**config.mk**
```make
export PLATFORM = sky130hd
export DESIGN_NAME = bf_io_flat
export DESIGN_NICKNAME = d
export VERILOG_FILES = /design/src/rtl/bf_io_if.sv /design/src/rtl/bf_io.sv /design/src/flat_wrapper.sv
export SDC_FILE = /design/constraint.sdc
export NUM_CORES = 1
export LEC_CHECK = 0
export ABC_AREA = 1
export ABC_CLOCK_PERIOD_IN_PS = 5650
export CAP_MARGIN = 20
export CORE_ASPECT_RATIO = 0.8
export CORE_MARGIN = 10
export CORE_UTILIZATION = 60
export CTS_BUF_LIST = sky130_fd_sc_hd__clkbuf_8
export DETAILED_ROUTE_END_ITERATION = 12
export GPL_ROUTABILITY_DRIVEN = 0
export MAX_ROUTING_LAYER = met4
export PLACE_DENSITY_LB_ADDON = 0.2
export RECOVER_POWER = 100
export SLEW_MARGIN = 5
export SYNTH_ARGS = -nofsm -noshare
export SYNTH_HDL_FRONTEND = slang
export SYNTH_SLANG_ARGS = --single-unit
export TNS_END_PERCENT = 30
```
**constraint.sdc**
```tcl
create_clock -name clk -period 5.65 [get_ports clk]
set_input_delay 0.8475 -clock clk [delete_from_list [all_inputs] [get_ports clk]]
set_output_delay 0.8475 -clock clk [all_outputs]
set_load 0.02 [all_outputs]
```
**src/rtl/bf_io_if.sv**
```systemverilog
// Core / stream-side signal bundle for bf_io: the core I/O port, the TX and RX
// byte streams, and the status outputs.
interface bf_io_if #(
  parameter int DEPTH_LOG2 = 4,
  parameter int DATA_WIDTH = 8
);
  logic                  io_wr;
  logic [DATA_WIDTH-1:0] io_dout;
  logic                  io_rd;
  logic [DATA_WIDTH-1:0] io_din;
  logic [DATA_WIDTH-1:0] tx_data;
  logic                  tx_valid;
  logic                  tx_ready;
  logic [DATA_WIDTH-1:0] rx_data;
  logic                  rx_valid;
  logic                  rx_ready;
  logic [DEPTH_LOG2:0]   tx_count;
  logic [DEPTH_LOG2:0]   rx_count;
  logic                  tx_overflow;
  logic                  rx_underflow;
  logic                  clr_flags;

  modport master (
    output io_wr, io_dout, io_rd, tx_ready, rx_data, rx_valid, clr_flags,
    input  io_din, tx_data, tx_valid, rx_ready, tx_count, rx_count,
           tx_overflow, rx_underflow
  );

  modport slave (
    input  io_wr, io_dout, io_rd, tx_ready, rx_data, rx_valid, clr_flags,
    output io_din, tx_data, tx_valid, rx_ready, tx_count, rx_count,
           tx_overflow, rx_underflow
  );
endinterface

```
**src/rtl/bf_io.sv**
```systemverilog
// Byte-stream I/O stage: TX FIFO fed by the core, RX FIFO read by the core, sticky
// overflow/underflow flags. Define BF_IO_ECHO_EN to loop popped RX bytes back into TX.
module bf_io #(
  parameter int DEPTH_LOG2 = 4,
  parameter int DATA_WIDTH = 8
) (
  input  logic    clk,
  input  logic    resetq,
  bf_io_if.slave  bus
);

  localparam int DEPTH = 1 << DEPTH_LOG2;
  typedef logic [DEPTH_LOG2:0] ptr_t;

  logic [DATA_WIDTH-1:0] tx_mem_q [DEPTH];
  logic [DATA_WIDTH-1:0] rx_mem_q [DEPTH];

  ptr_t tx_wptr_q, tx_wptr_d, tx_rptr_q, tx_rptr_d;
  ptr_t rx_wptr_q, rx_wptr_d, rx_rptr_q, rx_rptr_d;
  logic tx_ovf_q, tx_ovf_d, rx_unf_q, rx_unf_d;
  logic run_q;

  logic                  tx_full, tx_empty, rx_full, rx_empty;
  logic                  rx_ready_w;
  logic                  tx_pop, tx_req, tx_push, tx_drop, echo_lost;
  logic                  rx_push, rx_pop, rx_unf;
  logic [DATA_WIDTH-1:0] tx_wdata, rx_head;

  assign tx_empty = (tx_wptr_q == tx_rptr_q);
  assign tx_full  = (tx_wptr_q[DEPTH_LOG2] != tx_rptr_q[DEPTH_LOG2]) &&
                    (tx_wptr_q[DEPTH_LOG2-1:0] == tx_rptr_q[DEPTH_LOG2-1:0]);
  assign rx_empty = (rx_wptr_q == rx_rptr_q);
  assign rx_full  = (rx_wptr_q[DEPTH_LOG2] != rx_rptr_q[DEPTH_LOG2]) &&
                    (rx_wptr_q[DEPTH_LOG2-1:0] == rx_rptr_q[DEPTH_LOG2-1:0]);

  // run_q keeps rx_ready low until the first clock after reset release
  assign rx_ready_w = run_q & ~rx_full;
  assign rx_head    = rx_mem_q[rx_rptr_q[DEPTH_LOG2-1:0]];

  always_comb begin
    tx_pop  = ~tx_empty & bus.tx_ready;
    rx_pop  = bus.io_rd & ~rx_empty;
    rx_unf  = bus.io_rd & rx_empty;
    rx_push = bus.rx_valid & rx_ready_w;
`ifdef BF_IO_ECHO_EN
    // io_wr owns the TX write port; a coinciding echo is lost and counts as overflow
    tx_req    = bus.io_wr | rx_pop;
    tx_wdata  = bus.io_wr ? bus.io_dout : rx_head;
    echo_lost = bus.io_wr & rx_pop;
`else
    tx_req    = bus.io_wr;
    tx_wdata  = bus.io_dout;
    echo_lost = 1'b0;
`endif
    tx_push = tx_req & (~tx_full | tx_pop);
    tx_drop = (tx_req & ~tx_push) | echo_lost;

    tx_wptr_d = tx_wptr_q + ptr_t'(tx_push);
    tx_rptr_d = tx_rptr_q + ptr_t'(tx_pop);
    rx_wptr_d = rx_wptr_q + ptr_t'(rx_push);
    rx_rptr_d = rx_rptr_q + ptr_t'(rx_pop);

    // a new event outranks a clear in the same cycle
    tx_ovf_d = tx_drop | (tx_ovf_q & ~bus.clr_flags);
    rx_unf_d = rx_unf  | (rx_unf_q & ~bus.clr_flags);
  end

  always_ff @(posedge clk or negedge resetq) begin
    if (!resetq) begin
      tx_wptr_q <= '0;
      tx_rptr_q <= '0;
      rx_wptr_q <= '0;
      rx_rptr_q <= '0;
      tx_ovf_q  <= 1'b0;
      rx_unf_q  <= 1'b0;
      run_q     <= 1'b0;
    end else begin
      tx_wptr_q <= tx_wptr_d;
      tx_rptr_q <= tx_rptr_d;
      rx_wptr_q <= rx_wptr_d;
      rx_rptr_q <= rx_rptr_d;
      tx_ovf_q  <= tx_ovf_d;
      rx_unf_q  <= rx_unf_d;
      run_q     <= 1'b1;
    end
  end

  // Storage needs no reset: entries are only observable between the pointers
  always_ff @(posedge clk) begin
    if (tx_push) tx_mem_q[tx_wptr_q[DEPTH_LOG2-1:0]] <= tx_wdata;
    if (rx_push) rx_mem_q[rx_wptr_q[DEPTH_LOG2-1:0]] <= bus.rx_data;
  end

  assign bus.io_din       = rx_empty ? '0 : rx_head;
  assign bus.tx_data      = tx_mem_q[tx_rptr_q[DEPTH_LOG2-1:0]];
  assign bus.tx_valid     = ~tx_empty;
  assign bus.rx_ready     = rx_ready_w;
  assign bus.tx_count     = tx_wptr_q - tx_rptr_q;
  assign bus.rx_count     = rx_wptr_q - rx_rptr_q;
  assign bus.tx_overflow  = tx_ovf_q;
  assign bus.rx_underflow = rx_unf_q;

endmodule

```
**src/flat_wrapper.sv**
```systemverilog
// flat-port wrapper written by rule: the top's interface ports become plain ports
module bf_io_flat 
#(
  parameter int DEPTH_LOG2 = 4,
  parameter int DATA_WIDTH = 8
)
  (clk, resetq, bus_io_wr, bus_io_dout, bus_io_rd, bus_tx_ready, bus_rx_data, bus_rx_valid, bus_clr_flags, bus_io_din, bus_tx_data, bus_tx_valid, bus_rx_ready, bus_tx_count, bus_rx_count, bus_tx_overflow, bus_rx_underflow);
  bf_io_if #(.DEPTH_LOG2(DEPTH_LOG2), .DATA_WIDTH(DATA_WIDTH)) bus_i ();
  input  logic clk;
  input  logic resetq;
  input wire logic [$bits(bus_i.io_wr)-1:0] bus_io_wr;
  input wire logic [$bits(bus_i.io_dout)-1:0] bus_io_dout;
  input wire logic [$bits(bus_i.io_rd)-1:0] bus_io_rd;
  input wire logic [$bits(bus_i.tx_ready)-1:0] bus_tx_ready;
  input wire logic [$bits(bus_i.rx_data)-1:0] bus_rx_data;
  input wire logic [$bits(bus_i.rx_valid)-1:0] bus_rx_valid;
  input wire logic [$bits(bus_i.clr_flags)-1:0] bus_clr_flags;
  output wire logic [$bits(bus_i.io_din)-1:0] bus_io_din;
  output wire logic [$bits(bus_i.tx_data)-1:0] bus_tx_data;
  output wire logic [$bits(bus_i.tx_valid)-1:0] bus_tx_valid;
  output wire logic [$bits(bus_i.rx_ready)-1:0] bus_rx_ready;
  output wire logic [$bits(bus_i.tx_count)-1:0] bus_tx_count;
  output wire logic [$bits(bus_i.rx_count)-1:0] bus_rx_count;
  output wire logic [$bits(bus_i.tx_overflow)-1:0] bus_tx_overflow;
  output wire logic [$bits(bus_i.rx_underflow)-1:0] bus_rx_underflow;
  assign bus_i.io_wr = bus_io_wr;
  assign bus_i.io_dout = bus_io_dout;
  assign bus_i.io_rd = bus_io_rd;
  assign bus_i.tx_ready = bus_tx_ready;
  assign bus_i.rx_data = bus_rx_data;
  assign bus_i.rx_valid = bus_rx_valid;
  assign bus_i.clr_flags = bus_clr_flags;
  assign bus_io_din = bus_i.io_din;
  assign bus_tx_data = bus_i.tx_data;
  assign bus_tx_valid = bus_i.tx_valid;
  assign bus_rx_ready = bus_i.rx_ready;
  assign bus_tx_count = bus_i.tx_count;
  assign bus_rx_count = bus_i.rx_count;
  assign bus_tx_overflow = bus_i.tx_overflow;
  assign bus_rx_underflow = bus_i.rx_underflow;
  bf_io #(.DEPTH_LOG2(DEPTH_LOG2), .DATA_WIDTH(DATA_WIDTH)) u_core (.clk(clk), .resetq(resetq), .bus(bus_i));
endmodule
```
=== After elaboration in Yosys (flattened, before gate mapping) ===
Memories as Yosys holds them, arrays and structs flattened.
Cells that the tools add are included.

* $add $sub $neg: 6
* Equal/unequal tests: 6
* Muxes and demuxes: 5
* Bitwise logic cells: 18
* Reduce and logical (&&, ||, !) cells: 2

{| class="wikitable"
|+ Operators with widths
! kind !! number
|-
| adder 5 x 1 -> 5 bit || 4
|-
| equality test 5 bit || 2
|-
| subtractor 5 bit || 2
|-
| AND 1 bit || 9
|-
| equality test 4 bit || 2
|-
| 2-to-1 mux 8 bit || 1
|-
| inverter 1 bit || 6
|-
| 2-to-1 mux 1 bit || 4
|-
| bitwise OR 1 bit || 3
|-
| logical AND 1 bit || 2
|-
| != test 1 bit || 2
|}

* Flip-flop bits (word level): 23
* Memory bits (writable): 256
* Input bits: 23
* Output and inout port bits: 30
* Memories: 2

{| class="wikitable"
|+ Memory list
! memory !! words !! width !! read ports !! clocked after Yosys merged registers in !! wr ports !! RTL line !! RTL
|-
| u_core.rx_mem_q || 16 || 8 || 1 || 0 || 1 || bf_io.sv:16 || <nowiki>logic [DATA_WIDTH-1:0] rx_mem_q [DEPTH];</nowiki>
|-
| u_core.tx_mem_q || 16 || 8 || 1 || 0 || 1 || bf_io.sv:15 || <nowiki>logic [DATA_WIDTH-1:0] tx_mem_q [DEPTH];</nowiki>
|}

=== Logic depth before layout (Yosys ltp) ===
Gate-level depths: netlist (run 1).

* Word-level depth: 8
* Depth in mapped cells: 13
* Depth with buffers taken out: 11

=== Least setup slack after synthesis (run 1) ===
OpenSTA, ideal clock, no wires.

* Path type: flip-flop to output port
* From: reg u_core.rx_rptr_q[1]
* To: out bus_rx_ready
* Arrival time: 1.769 ns
* Required time: 4.803 ns
* Path slack: 3.034 ns
* Stages on the path, launching flop included: 8
* Cell sequence: dfrtp_1 buf_2 clkinv_2 buf_2 ha_1 nand2_1 nor2_1 a21boi_0

* Cells in the longest elaborated chain, start to end: 4

{| class="wikitable"
|+ RTL lines
! element !! RTL line !! RTL
|-
| from (decl) || bf_io.sv:19 || <nowiki>ptr_t rx_wptr_q, rx_wptr_d, rx_rptr_q, rx_rptr_d;</nowiki>
|-
| from (signal assigned) || bf_io.sv:81 || <nowiki>rx_rptr_q <= rx_rptr_d;</nowiki>
|-
| equality test 4 bit || bf_io.sv:34 || <nowiki>(rx_wptr_q[DEPTH_LOG2-1:0] == rx_rptr_q[DEPTH_LOG2-1:0]);</nowiki>
|-
| logical AND 1 bit || bf_io.sv:33 || <nowiki>assign rx_full = (rx_wptr_q[DEPTH_LOG2] != rx_rptr_q[DEPTH_LOG2]) &&</nowiki>
|-
| inverter 1 bit || bf_io.sv:37 || <nowiki>assign rx_ready_w = run_q & ~rx_full;</nowiki>
|-
| AND 1 bit || bf_io.sv:37 ||
|-
| to (decl) || flat_wrapper.sv:21 || <nowiki>output wire logic [$bits(bus_i.rx_ready)-1:0] bus_rx_ready;</nowiki>
|}

No other way between the ends.

=== Final worst setup path (run 1) ===
* From: reg u_core.rx_rptr_q[0]
* To: out bus_io_din[7]

* Cells in the longest elaborated chain, start to end: 2
* Elaborated cells on any way between the ends: 3
* Classes of those cells: eq/ne: 1; mux: 1; memory: 1

{| class="wikitable"
|+ RTL lines
! element !! RTL line !! RTL
|-
| memory read (16 x 8 bit) or equality test 5 bit (tied branches) || n/a ||
|-
| 2-to-1 mux 8 bit * || bf_io.sv:94 || <nowiki>assign bus.io_din = rx_empty ? '0 : rx_head;</nowiki>
|-
| to (decl) || flat_wrapper.sv:18 || <nowiki>output wire logic [$bits(bus_i.io_din)-1:0] bus_io_din;</nowiki>
|}

Mark *: on every way between the ends. The rest lies on a longest branch, timed or not.

==> results.cfg, run 1 <==
[status]
outcome = completed

[power]
power_uw = 7370
ir_drop_mv = 0.720
leakage_uw = 0.00534
pwr_density_cell_mw_per_mm2 = 547

[die]
dieArea_mm2 = 0.0263
die-height_um = 147
die_x_um = 179
core_area_mm2 = 0.0198
placementRows = 46
ios = 53
initial_core_util = 0.611

[drt]
routed_wl_um = 26600
drtAntennaViolNets = 0
drc = 0
first_pass_iters = 5
vias_per_cell = 5.49
vias = 7968
wire_per_inst_um = 18.4
dr.first_iter.drc_count = 1000

[final_layout]
nets = 1196
drive_gt1_frac = 0.0564
multi_input_area_mm2 = 0.00301
regArea_mm2 = 0.00827
area_delta_synth_final_pct = 11.3
fillCellCount = 1452

[hold_path]
min_path_type = reg2reg

[synthesis]
yosysTopAreaCell = edfxtp_1
syn_area_mm2 = 0.0121
yosysMostFrequentCell = nand2_1
syn_avg_cell_area_um2 = 11.1
async_flop_share = 0.0824
yosysTopAreaCellShare = 0.635
synth_cells = 1086
syn_nets = 1127
synth-edff-count = 256
ys_types = 34
synth_seq_cells = 279
ys_warn_count = 0
synth_top_flop_cell = edfxtp_1
ys_seq_area_frac = 0.683
synthTopCellsByCount = 270 x nand2_1, 256 x edfxtp_1, 117 x inv_1, 117 x nor2_1, 78 x nand3_1
synthTopCellsByArea = edfxtp_1 64%, nand2_1 8.4%, dfrtp_1 4.8%, inv_1 3.6%, nor2_1 3.6%

[setup_path]
arrival_ps = 4040
crit_fanout = 66
startpoint_type = flip-flop
crit_path_end_kind = output pin
crit_required_ps = 4800
path_class = reg2out

[clocking]
cts.root.buffer_cell = clkbuf_8
numCtsBuffers = 43
clk_pin_slew_ps = 60
cts_max_path_buffers = 3
cts_tree = done
cts.sinks = 279
cts_resized = 0
cts_setup_buffers = 0
clock_latency_ps = 560
ctsHoldBuffers = 0
cts_max_level = 2

[timing]
finalHoldViolCount = 0
finClkSkew_ps = 20.0
slew_headroom = 0.0453
fmax_ghz = 0.205
post-route-min-period_ps = 4890
final.period_utilization = 0.865
tns_ps = 0
tightest_slew_ps = 1430
setup_viol = 0
slew_violations = 0
rsz0062_at_grt = false

[global_route]
grt_max_degree = 67
gr-total-overflow = 0
antenna_found_initial = 1
grt_pass1_vias = 7543
grtUsageTotal = 0.211
grt_pass1_wl_um = 41800

[placed_design]
portBuffers = 52
dpl.hpwl_um = 17000

[flow_run]
cap_violations = 0
## through the flow
step / instances / utilization / area (um2) / hold slack [ps] / worst slack (ps)
after detailed placement: 1370 / 0.644 / 12700 / 514 / 1840
after floorplan: 1086 / - / 12100 / 496 / 3030
after CTS: 1447 / 0.684 / 13500 / 523 / 1240
after global routing: 1452 / 0.680 / 13500 / 547 / 541
after global placement: 1370 / 0.644 / 12700 / 509 / 1910
final: 1452 / 0.680 / 13500 / 517 / 764
## power breakdown
part	internal, uW	total [uW]	switching [uW]	leakage (uW)
combinational	1060	3170	2110	0.00230
clock	827	1580	752	0.000452
sequential	2490	2630	136	0.00258
total	4370	7370	3000	0.00534
## area by class of cell
type | instances | share of cell area
flip-flops and latches | 279 | 0.614
clock inverters | 32 | 0.0133
well taps | 264 | 0.0245
clock buffers | 45 | 0.0460
inverters | 125 | 0.0349
diodes | 1 | 0.000186
repair buffers | 67 | 0.0441
multi-input cells | 639 | 0.223
## sequential cells by signal, indices dropped and copies added (netlist names)
signal	count
u_core.bus.rx_underflow	1
u_core.bus.tx_overflow	1
u_core.run_q	1
u_core.rx_mem_q	128
u_core.rx_rptr_q	5
u_core.rx_wptr_q	5
u_core.tx_mem_q	128
u_core.tx_rptr_q	5
u_core.tx_wptr_q	5
## layout by cell type, fill, tap and decap left out, types with 3 or more instances in the layout
| cell | synthesis | final |
|---|---|---|
| inv_1 | 117 | 129 |
| clkinv_1 | 4 | 18 |
| dlygate4sd3_1 | 0 | 42 |
| nor3_1 | 8 | 9 |
| clkdlybuf4s50_1 | 0 | 10 |
| o21ai_1 | 14 | 11 |
| xor2_1 | 11 | 11 |
| nor2_1 | 117 | 118 |
| dfrtp_1 | 23 | 20 |
| clkbuf_8 | 0 | 45 |
| nand3_1 | 78 | 85 |
| edfxtp_1 | 256 | 256 |
| ha_1 | 16 | 16 |
| buf_4 | 7 | 4 |
| o22ai_1 | 8 | 8 |
| dfrtp_2 | 0 | 3 |
| a21oi_1 | 12 | 12 |
| clkinv_2 | 1 | 6 |
| nand2_1 | 270 | 270 |
| o21ai_0 | 63 | 66 |
| xnor2_1 | 7 | 7 |
| clkbuf_1 | 5 | 9 |
| o211ai_1 | 16 | 16 |
## metal layers
metal,global-route usage,share of wire,up-vias
li1,-,-,3783
met1,0.310,0.46,3798
met2,0.285,0.43,342
met3,0.0520,0.094,45
met4,0.0607,0.019,0
met5,-,0,-
## critical path: stages, from the launching register on
cell,delay [ps]
dfrtp_2,400
clkbuf_2,760
ha_1,670
nand2_1,70
nor3_1,780
a21oi_1,80
dlygate4sd3_1,710
## cells by family (layout without fill, tap and decap cells)
logic type | count (synthesis) | after routing | synth area share
other | 1 | 2 | 0.000310
DFF | 279 | 279 | 0.683
xor gates and xnor gates | 20 | 20 | 0.0157
buffers and inverters | 168 | 269 | 0.0633
adders and majority gates | 18 | 18 | 0.0198
AOI/OAI and AO/OA | 116 | 116 | 0.0539
and+or+nand+nor | 484 | 484 | 0.164
## worst paths after layout
kind | slack (ps) | cells after the start | end | start
max | 760 | 6 | bus_io_din[7] | u_core.rx_rptr_q[0]
min | 520 | 1 | u_core.rx_rptr_q[4] | u_core.rx_rptr_q[4]
max reg2reg | 1870 | 7 | u_core.tx_mem_q[14][4] | u_core.tx_rptr_q[0]
min reg2reg | 520 | 1 | u_core.rx_rptr_q[4] | u_core.rx_rptr_q[4]
max in group asynchronous | 3660 | 2 | u_core.tx_rptr_q[1] | resetq
min in group asynchronous | 1100 | 2 | u_core.bus.tx_overflow | resetq
Note: power is estimated with default switching activity, not from simulation.
==> run 2, diff against run 1 <==
CAP_MARGIN = default   (was 20)
==> run 2 against run 1 <==
  * Clock-buffer cell count is the same
  * Global-route usage is the same
  * Via count shrank 0.31%
  * Worst hold slack is essentially flat
  * Non-clock buffer count shrank 4
  * Utilization shrank 0.076 points
  * Clock power is essentially flat
  * Clock skew is essentially flat
  * Critical path depth is the same
  * Combinational power is essentially flat
  * Sequential cell count is the same
  * Highest routed layer unchanged
==> results.cfg, run 2 (synthesized netlist as in run 1, its figures left out) <==
[status]
outcome = completed

[setup_path]
crit_required_ps = 4800
crit_fanout = 66
arrival_ps = 4010
r2r_slack_ps = 1830
startpoint_type = flip-flop
crit_path_start = u_core.rx_rptr_q[0]
crit_path_end_kind = output pin
worst_r2r_path_depth = 7
r2r-end = u_core.tx_mem_q[15][4]
path_class = reg2out
rr_startpoint = u_core.tx_rptr_q[0]

[timing]
post-route-min-period_ps = 4850
tightest_slew_ps = 1400
finClkSkew_ps = 19.7
rsz0062_at_grt = false
slew_violations = 0
tns_ps = 0
fmax_ghz = 0.206
slew_headroom = 0.0692
finalHoldViolCount = 0
setup_viol = 0
final.period_utilization = 0.859

[global_route]
grt_pass1_vias = 7543
antenna_found_initial = 1
gr-total-overflow = 0
grt_max_degree = 67
grt_pass1_wl_um = 41800
grtUsageTotal = 0.211

[die]
ios = 53
initial_core_util = 0.611
die_x_um = 179
placementRows = 46
die-height_um = 147
dieArea_mm2 = 0.0263
core_area_mm2 = 0.0198

[clocking]
clock_latency_ps = 560
cts_setup_buffers = 0
cts.sinks = 279
cts.root.buffer_cell = clkbuf_8
numCtsBuffers = 43
cts_resized = 0
ctsHoldBuffers = 0
cts_tree = done
cts_max_path_buffers = 3
clk_pin_slew_ps = 60
cts_max_level = 2

[flow_run]
cap_violations = 0

[drt]
dr.first_iter.drc_count = 1016
drtAntennaViolNets = 0
drc = 0
first_pass_iters = 5
vias_per_cell = 5.49
vias = 7943
routed_wl_um = 26600
wire_per_inst_um = 18.3

[final_layout]
drive_gt1_frac = 0.0566
layout_commonest_cell = nand2_1
design_area_mm2 = 0.0135
final_cell_mix = 270 x nand2_1, 256 x edfxtp_1, 129 x inv_1
final_util = 0.680
fillCellCount = 1451
area_delta_synth_final_pct = 11.2
nets = 1192

[power]
leakage_uw = 0.00533
pwr_density_cell_mw_per_mm2 = 547
ir_drop_mv = 0.718

[placed_design]
post_dp_cell_area_mm2 = 0.0127
dpl.hpwl_um = 17000
portBuffers = 52

[hold_path]
min_from = u_core.rx_rptr_q[4]
whs_path_depth = 1
hold_end = u_core.rx_rptr_q[4]
min_path_type = reg2reg
==> run 2: cell count changes in the layout (fill, tap and decap cells not counted), sizes merged <==
cell / before / now
clkbuf: 56 / 52
==> run 2: worst max-delay path, cell delays in order, from the launching register on <==
cell,delay (ps)
dfrtp_2,400
clkbuf_2,760
ha_1,660
nand2_1,70
nor3_1,770
a21oi_1,80
dlygate4sd3_1,710
==> run 2: metrics by stage <==
step / hold WS, ps / power [uW] / setup WS, ps / std cells
2_1_floorplan: 496 / 4790 / 3030 / 1086
3_3_place_gp: 509 / 5880 / 1910 / 1370
3_5_place_dp: 514 / 5930 / 1840 / 1370
4_1_cts: 523 / 7500 / 1240 / 1447
5_1_grt: 547 / 7820 / 537 / 1448
6_report: 517 / 7360 / 795 / 1448
==> run 2: how the worst max path moves through the flow <==
stage | endpoint | slack (ps) | cells after the start
3_5_place_dp | bus_io_din[3] | 1840 | 7
6_report | bus_io_din[7] | 800 | 6
5_1_grt | bus_io_din[7] | 540 | 6
2_1_floorplan | bus_rx_ready | 3030 | 7
3_3_place_gp | bus_io_din[4] | 1910 | 7
4_1_cts | bus_io_din[7] | 1240 | 7
==> run 2: area by class of cell <==
class | count | area (um2) | area share
timing repair buffer | 63 | 579 | 0.0430
antenna | 1 | 2.50 | 0.000186
clock buffer | 45 | 619 | 0.0460
sequential | 279 | 8270 | 0.614
inverter | 125 | 470 | 0.0350
tap | 264 | 330 | 0.0245
multi-input combinational | 639 | 3010 | 0.224
clock inverter | 32 | 179 | 0.0133
==> run 2: power breakdown <==
part / switching [uW] / internal, uW / leakage (uW)
Combinational: 2110 / 1050 / 0.00230
Clock: 745 / 827 / 0.000452
Sequential: 134 / 2490 / 0.00258
==> run 2: metal layers <==
metal  part of all wire  up-vias  wire, um  global-route usage
li1                   -     3775         -                   -
met1               0.45     3758     11900               0.310
met2               0.43      368     11500               0.285
met3               0.10       42      2730              0.0520
met4              0.017        0       452              0.0607
met5                  0        -         0                   -
==> run 3, diff against run 2 <==
ABC_CLOCK_PERIOD_IN_PS = 6000   (was 5650)
clock period = 6 ns   (was 5.65 ns; I/O delays follow)
==> run 3 against run 2 <==
  * Utilization fell by 0.35 points
  * Worst hold slack improved by 20 ps
  * Global-route usage rose by 0.16 points
  * Register-to-register slack gained 320 ps
  * Total power shrank 7.0%
  * Via count up 0.77%
  * Final area decreased by 0.52%
  * First-iteration DRC count shrank 6.6%
  * Die area is the same
  * Sequential power down 5%
  * Clock skew down 13 ps
  * Critical path depth stayed put
  * Largest cell class unchanged
  * Highest routed layer unchanged
==> results.cfg, run 3 (synthesized netlist as in run 1, its figures left out) <==
[setup_path]
rr_startpoint = u_core.rx_rptr_q[0]
crit_path_max_incr_delay_ps = 780
worst-path-buf-inv = 2
path_class = reg2out
crit_path_start = u_core.rx_rptr_q[0]
crit_required_ps = 5100
crit_path_end_kind = output pin
startpoint_type = flip-flop
crit_family = buffers and inverters
arrival_ps = 3980
crit_path_top_delay_cell = clkbuf_2
crit_chain = clkbuf_2 -> ha_1 -> nand2_1 -> nor3_1 -> a21oi_1 -> dlygate4sd3_1
crit_fanout = 66

[die]
initial_core_util = 0.611
core_area_mm2 = 0.0198
ios = 53
placementRows = 46
dieArea_mm2 = 0.0263
die_x_um = 179
die-height_um = 147

[clocking]
clk_pin_slew_ps = 60
clock_latency_ps = 530
ctsHoldBuffers = 0
numCtsBuffers = 42
cts.root.buffer_cell = clkbuf_8
cts_resized = 0
cts_setup_buffers = 0
cts_max_level = 2
cts_max_path_buffers = 3
cts_tree = done
cts.sinks = 279

[global_route]
antenna_found_initial = 0
grtUsageTotal = 0.212
grt_max_degree = 67
grt_pass1_vias = 7593
gr-total-overflow = 0
grt_pass1_wl_um = 42400

[timing]
setup_viol = 0
finalHoldViolCount = 0
final.period_utilization = 0.813
rsz0062_at_grt = false
post-route-min-period_ps = 4880
fmax_ghz = 0.205
slew_violations = 0
finClkSkew_ps = 6.86
tightest_slew_ps = 1460
slew_headroom = 0.0290
tns_ps = 0

[final_layout]
num_antenna_cells = 0
design_area_mm2 = 0.0134
area_delta_synth_final_pct = 10.6
nets = 1188
drive_gt1_frac = 0.0518
fillCellCount = 1463
final_cell_mix = 270 x nand2_1, 256 x edfxtp_1, 137 x inv_1
layout_commonest_cell = nand2_1

[drt]
wire_per_inst_um = 18.9
vias = 8004
drc = 0
drtAntennaViolNets = 0
vias_per_cell = 5.55
dr.first_iter.drc_count = 949
routed_wl_um = 27200
first_pass_iters = 7

[power]
leakage_uw = 0.00532
power_uw = 6850
pwr_density_cell_mw_per_mm2 = 511
ir_drop_mv = 0.487

[hold_path]
min_from = u_core.rx_rptr_q[4]
min_path_type = reg2reg

[flow_run]
cap_violations = 0

[placed_design]
post_dp_cell_area_mm2 = 0.0127
dpl.hpwl_um = 17400
portBuffers = 52

[status]
outcome = completed
run 3: cell count changes in the layout (fill, tap and decap cells not counted), sizes merged:
cell | previous run | this run
clkinv | 24 | 14
dlygate4sd3 | 42 | 44
clkdlybuf4s50 | 10 | 8
clkinvlp | 0 | 1
inv | 131 | 139
clkbuf | 52 | 51
buf | 4 | 3
bufinv | 2 | 0
diode | 1 | 0
run 3: per-layer routing:
metal / vias up / share of wire / global-route usage
met2: 368 / 0.44 / 0.293
met1: 3837 / 0.46 / 0.314
li1: 3765 / - / -
met5: - / 0 / -
met4: 0 / 0.012 / 0.0495
met3: 34 / 0.089 / 0.0474
run 3: final timing paths:
path	to	slack (ps)	depth (start not counted)
worst min-delay path	u_core.rx_rptr_q[4]	540	1
min in group asynchronous	u_core.bus.tx_overflow	1050	1
worst min register to register	u_core.rx_rptr_q[4]	540	1
max in group asynchronous	u_core.rx_rptr_q[0]	4180	1
worst max register to register	u_core.rx_mem_q[10][5]	2150	9
worst max-delay path	bus_io_din[5]	1120	6
run 3: per-stage QoR:
step                cells  hold slack (ps)  setup WS, ps  utilization
global route         1442              548           881        0.676
detailed placement   1367              524          2350        0.643
finish               1442              537          1120        0.676
floorplan            1086              496          3330            -
CTS                  1442              535          1740        0.680
global placement     1367              511          2400        0.643
run 3: cell type report:
class	count	area, um2	area share
Multi-Input combinational cell	639	3010	0.225
Inverter	125	470	0.0351
Clock inverter	29	115	0.00860
Sequential cell	279	8270	0.617
Timing Repair Buffer	60	563	0.0421
Tap cell	264	330	0.0247
Clock buffer	46	633	0.0473
run 3: power by group:
group          switching (uW)  internal, uW
clock                     692           702
sequential                155          2340
combinational            1970           983
